==> config.mk <==
export PLATFORM = sky130hd
export DESIGN_NAME = pwm_core
export DESIGN_NICKNAME = d
export VERILOG_FILES = /design/src/rtl/pwm_core.sv
export SDC_FILE = /design/constraint.sdc
export NUM_CORES = 1
export LEC_CHECK = 0
export BUFFER_PORTS_ARGS = -buffer_cell sky130_fd_sc_hd__clkbuf_2
export CAP_MARGIN = 20
export CORE_ASPECT_RATIO = 0.7
export CORE_MARGIN = 10
export CORE_UTILIZATION = 26
export DETAILED_ROUTE_END_ITERATION = 10
export PLACE_DENSITY = 0.52
export SLEW_MARGIN = 0
export SYNTH_ARGS = -nofsm -noshare
export SYNTH_HDL_FRONTEND = slang
export SYNTH_SLANG_ARGS = --single-unit
==> constraint.sdc <==
create_clock -name clk -period 2.95 [get_ports clk]
set_input_delay 0.1475 -clock clk [delete_from_list [all_inputs] [get_ports clk]]
set_output_delay 0.1475 -clock clk [all_outputs]
set_load 0.01 [all_outputs]
==> src/rtl/pwm_core.sv <==
// Single-channel PWM generator clocked by slowclk ticks, with double-buffered
// period/duty that swap in glitch-free at period boundaries via a load/ack handshake.
module pwm_core #(
   parameter int WIDTH = 8
) (
   input  logic             clk,
   input  logic             reset,
   input  logic             slowclk,
   input  logic             enable,
   input  logic [WIDTH-1:0] period_in,
   input  logic [WIDTH-1:0] duty_in,
   input  logic             load,
   output logic             load_ack,
   output logic             pwm_out,
   output logic             period_end
);

   logic             slow_d;
   logic [WIDTH-1:0] cnt;
   logic [WIDTH-1:0] period_q;
   logic [WIDTH-1:0] duty_q;
   logic [WIDTH-1:0] pend_period;
   logic [WIDTH-1:0] pend_duty;
   logic             pending;

   logic             tick;
   logic             boundary;
   logic             apply;
   logic [WIDTH-1:0] next_period;
   logic [WIDTH-1:0] next_duty;

   assign tick     = slowclk & ~slow_d;
   assign boundary = tick & enable & (cnt == period_q);

   // A coincident load bypasses the pending registers so its values land this cycle.
   assign apply       = (pending | load) & (boundary | ~enable);
   assign next_period = load ? period_in : pend_period;
   assign next_duty   = load ? duty_in : pend_duty;

   always_ff @(posedge clk) begin
      if (reset) begin
         slow_d <= 1'b0;
         cnt    <= '0;
      end else begin
         slow_d <= slowclk;
         if (!enable) begin
            cnt <= '0;
         end else if (tick) begin
            cnt <= (cnt == period_q) ? '0 : cnt + 1'b1;
         end
      end
   end

   always_ff @(posedge clk) begin
      if (reset) begin
         period_q    <= '0;
         duty_q      <= '0;
         pend_period <= '0;
         pend_duty   <= '0;
         pending     <= 1'b0;
         load_ack    <= 1'b0;
      end else begin
         load_ack <= 1'b0;
         if (apply) begin
            period_q <= next_period;
            duty_q   <= next_duty;
            pending  <= 1'b0;
            load_ack <= 1'b1;
         end else if (load) begin
            pend_period <= period_in;
            pend_duty   <= duty_in;
            pending     <= 1'b1;
         end
      end
   end

   // Compare uses the pre-edge cnt/duty_q, so pwm_out trails the counter by one clk.
   always_ff @(posedge clk) begin
      if (reset) begin
         pwm_out    <= 1'b0;
         period_end <= 1'b0;
      end else begin
         pwm_out    <= enable & (cnt < duty_q);
         period_end <= boundary;
      end
   end

endmodule

### Word level (Yosys, flattened, before mapping)

Cells that the tools add are included.

| word-level totals | value |
|---|---|
| logic and storage cells | 28 |
| flip-flop bits (word level) | 45 |
| input bits | 21 |

| cells by class | value |
|---|---|
| reductions and logical operators | 2 |
| $add $sub $neg | 1 |
| equal/unequal tests | 1 |
| mux-type cells | 4 |
| bitwise logic cells | 9 |
| $lt $le $gt $ge | 1 |

Operators by type and width:

| operator | count |
|---|---|
| $mux 8 | 3 |
| $add 8x1->8 const B | 1 |
| $eq 8x8->1 | 1 |
| $lt 8x8->1 | 1 |
| $and 1x1->1 | 5 |
| $reduce_or 2->1 | 2 |
| $not 1->1 | 2 |
| $or 1x1->1 | 2 |
| $mux 1 | 1 |

### Logic depth before layout (Yosys ltp)

| depth | value |
|---|---|
| depth in word-level cells | 7 |
| depth in mapped cells | 7 |

### Worst setup path before layout

OpenSTA, ideal clock, no wires.

| timing path | value |
|---|---|
| path type | register to register |
| start | reg cnt[2] |
| end | reg pend_duty[0] |
| data arrival time | 1.473 ns |
| period minus slack after synthesis | 1.600 ns |
| cell stages (with the launch flop) | 7 |
| library setup time | 0.128 ns |
| path slack | 1.350 ns |
| cells stage by stage | dfxtp_1 xor2_2 nor4_4 a31oi_4 buf_12 mux2i_1 nor2_1 |

| on the way | value |
|---|---|
| word-level cells in the longest chain between the ends | 4 |

Ends and longest elaborated chain:

| element | RTL line | text |
|---|---|---|
| start, declared | 19 | `logic [WIDTH-1:0] cnt;` |
| start signal, assigned | 49 | `cnt <= (cnt == period_q) ? '0 : cnt + 1'b1;` |
| $eq 8x8->1 | 33 | `assign boundary = tick & enable & (cnt == period_q);` |
| $and 1x1->1 | 33 |  |
| $or 1x1->1 | 36 | `assign apply = (pending \| load) & (boundary \| ~enable);` |
| $and 1x1->1 | 36 |  |
| end signal, assigned | 71 | `pend_duty <= duty_in;` |
| end, declared | 23 | `logic [WIDTH-1:0] pend_duty;` |

Every way passes these cells.
A chain may end at the register's enable or synchronous reset.

### Worst setup path in the final report

| timing path | value |
|---|---|
| start | reg cnt[7] |
| end | reg pend_period[0] |

| on the way | value |
|---|---|
| word-level cells in the longest chain between the ends | 4 |

Ends and longest elaborated chain:

| element | RTL line | text |
|---|---|---|
| $eq 8x8->1 | 33 |  |
| $and 1x1->1 | 33 |  |
| $or 1x1->1 | 36 |  |
| $and 1x1->1 | 36 |  |
| end signal, assigned | 70 | `pend_period <= period_in;` |
| end, declared | 22 | `logic [WIDTH-1:0] pend_period;` |

Every way passes these cells.

==> results_dict.tcl <==
set metrics [dict create \
    hold_violations 0 \
    tightest_slew_ps 779 \
    wirelength_mm 4.42 \
    drt-initial-drc-count 60 \
    fin_skew_ps 5.29 \
    io_buffer_count 23 \
    synth_cells 214 \
    cp_slowest_cell "a31oi_4" \
    grt_pass1_wl_mm 7.69 \
    cts.sinks 45 \
    vias 1500 \
    synth_ff_type "dfxtp_1" \
    grt_use_total_pct 7.95 \
    yosys_warnings 0 \
    async_flop_share_pct 0 \
    row_count 27 \
    ys_types 32 \
    final.setup.tns_ps 0 \
    cts_hold_buf 0 \
    via_per_inst 4.45 \
    seq_area_frac_synth_pct 41.5 \
    clk_transition_reported_paths_ps 60 \
    drc_errors 0 \
    antenna_found_initial 0 \
    critPathMaxStageDelay_ps 660 \
    post-cts-setup-buffers 0 \
    drive_gt1_share_pct 20.8 \
    root_buffer "clkbuf_16" \
    min_period_ps 1960 \
    crit_path_start_kind "flop" \
    maxSlewHeadroom_pct 48.0 \
    dp_hpwl_mm 3.32 \
    cts_tree "done" \
    setup_viol 0 \
    yosys_register_bits 45 \
    die_y_microns 96.5 \
    clockBufferDepth 2 \
    gp_congestion 0.776 \
    syn_nets 243 \
    fin_crit_sh_pct 66.5 \
    grt_max_degree 35 \
    grt_overflow_total 0 \
    numCtsBuffers 5 \
    cts_resized 0 \
    grt_pass1_vias 1544 \
    status "completed" \
    path_max_fanout 16 \
    critPathCaptureType "flop" \
    synth_area_per_cell_sq_um 10.2 \
    first_pass_iters 4 \
    wl_per_cell_microns 13.1 \
    cap_violations 0 \
    start_util_pct 27.1 \
    areaGrowthSynthToFinish_pct 14.5 \
    synth_edf_count 0 \
    htreeDepth 2 \
    antenna_cells 0 \
    peakVddDrop_uv 192 \
    worstSetupPathType "reg -> reg" \
    place_inst 329 \
    final_cells 337 \
    crit_chain "xor2_1, nor4_4, a31oi_4, mux2i_1, nor2_1" \
    max_freq_mhz 510 \
    io_pins 24 \
    nets 264 \
    fin_ws_ps 989 \
    synthesis.area_sq_mm 0.00217 \
    leakagePower_uw 0.00103 \
    dieArea_sq_mm 0.0125 \
    die_x_microns 129 \
    ant_nets 0 \
    core_area_sq_mm 0.00801 \
    dp_slack_ps 980 \
    rsz0062_at_grt "false" \
    hold_class "in -> reg" \
    worst_ep_arrival_time_ps 2120 \
    worst_skew_pair.late_latency_ps 280 \
    cp.required_ps 3110 \
    drv_slew 0 \
    p_per_area_mw_per_mm2 571 \
]
-- registers in the layout (all words and copies together) (netlist names) --
register / flops
period_end: 1
pend_period: 8
load_ack: 1
duty_q: 8
cnt: 8
slow_d: 1
period_q: 8
pending: 1
pend_duty: 8
pwm_out: 1
-- worst paths after layout --
kind	start	to	slack (ps)	cells after the start
worst max register to register	cnt[7]$_SDFFE_PP0N_	pend_period[0]$_SDFFE_PP0N_	990	5
worst min register to register	pending$_SDFFE_PP0P_	pending$_SDFFE_PP0P_	480	2
worst max-delay path	cnt[7]$_SDFFE_PP0N_	pend_period[0]$_SDFFE_PP0N_	990	5
worst min-delay path	period_in[1]	pend_period[1]$_SDFFE_PP0N_	110	3
-- kinds of logic (layout without fill, tap and decap cells) --
| family | after synthesis | after routing | share of synthesized area, % |
|---|---|---|---|
| adder cells (fa/ha/maj) | 8 | 8 | 4.61 |
| AND/OR/NAND/NOR | 70 | 70 | 15.0 |
| buffers and inverters | 18 | 40 | 4.78 |
| XOR/XNOR | 15 | 15 | 6.74 |
| AO/OA/AOI/OAI | 26 | 26 | 12.7 |
| multiplexers | 32 | 32 | 14.7 |
| flip-flops | 45 | 45 | 41.5 |
-- synthesized netlist by cell type (3+ instances only) --
cell type,instances,area [sq um]
nor2b_1,3,18.8
nand3_1,4,20.0
nand2b_1,4,25.0
dfxtp_1,45,901
clkbuf_1,6,22.5
xor2_1,12,105
inv_1,7,26.3
nand2_1,4,15.0
a211oi_1,3,22.5
ha_1,8,100
nor2_1,46,173
mux2i_1,32,320
nand4_1,3,18.8
a211oi_2,13,163
-- metrics by stage --
stage | hold WS [ps] | util, % | area, sq um | power [uW]
2_1_floorplan | 276 | - | 2170 | 860
3_3_place_gp | 395 | 29.4 | 2350 | 902
3_5_place_dp | 408 | 29.4 | 2350 | 907
4_1_cts | 109 | 31.1 | 2490 | 1450
5_1_grt | 127 | 31.1 | 2490 | 1510
6_report | 112 | 31.1 | 2490 | 1420
-- critical path, delay by kind of cell (launching register included) --
kind,cells,cell delay (ps)
and+or+nand+nor,2,150
DFF,1,380
muxes,1,270
xor gates and xnor gates,1,360
AOI/OAI and AO/OA,1,660
-- area by class of cell --
cell class	instances	area (sq um)
well taps	101	126
multi-input cells	151	1170
inverters	7	26.3
flip-flops and latches	45	901
fillers	838	5520
clock buffers	8	136
repair buffers	25	130
-- report_power, final --
part | switching, uW | internal, uW | leakage (uW)
Sequential | 24.5 | 648 | 0.000369
Combinational | 125 | 92.9 | 0.000597
Clock | 215 | 315 | 0.0000652
-- placed cells by master (no fill, tap or decap), types with 4 or more instances in the layout --
cell,count
dfxtp_1,45
nand3_1,4
nand2b_1,4
inv_1,7
nor2_1,46
clkbuf_2,23
a211oi_2,13
xor2_1,12
ha_1,8
mux2i_1,32
clkbuf_16,5
nand2_1,4
-- routing by layer --
metal / global-route usage [%] / vias up / wire length, microns
li1: - / 778 / -
met1: 10.7 / 687 / 2340
met2: 11.1 / 30 / 1650
met3: 3.26 / 5 / 369
met4: 2.92 / 0 / 51
met5: 0 / - / 0
Note: power is estimated with default switching activity, not from simulation.
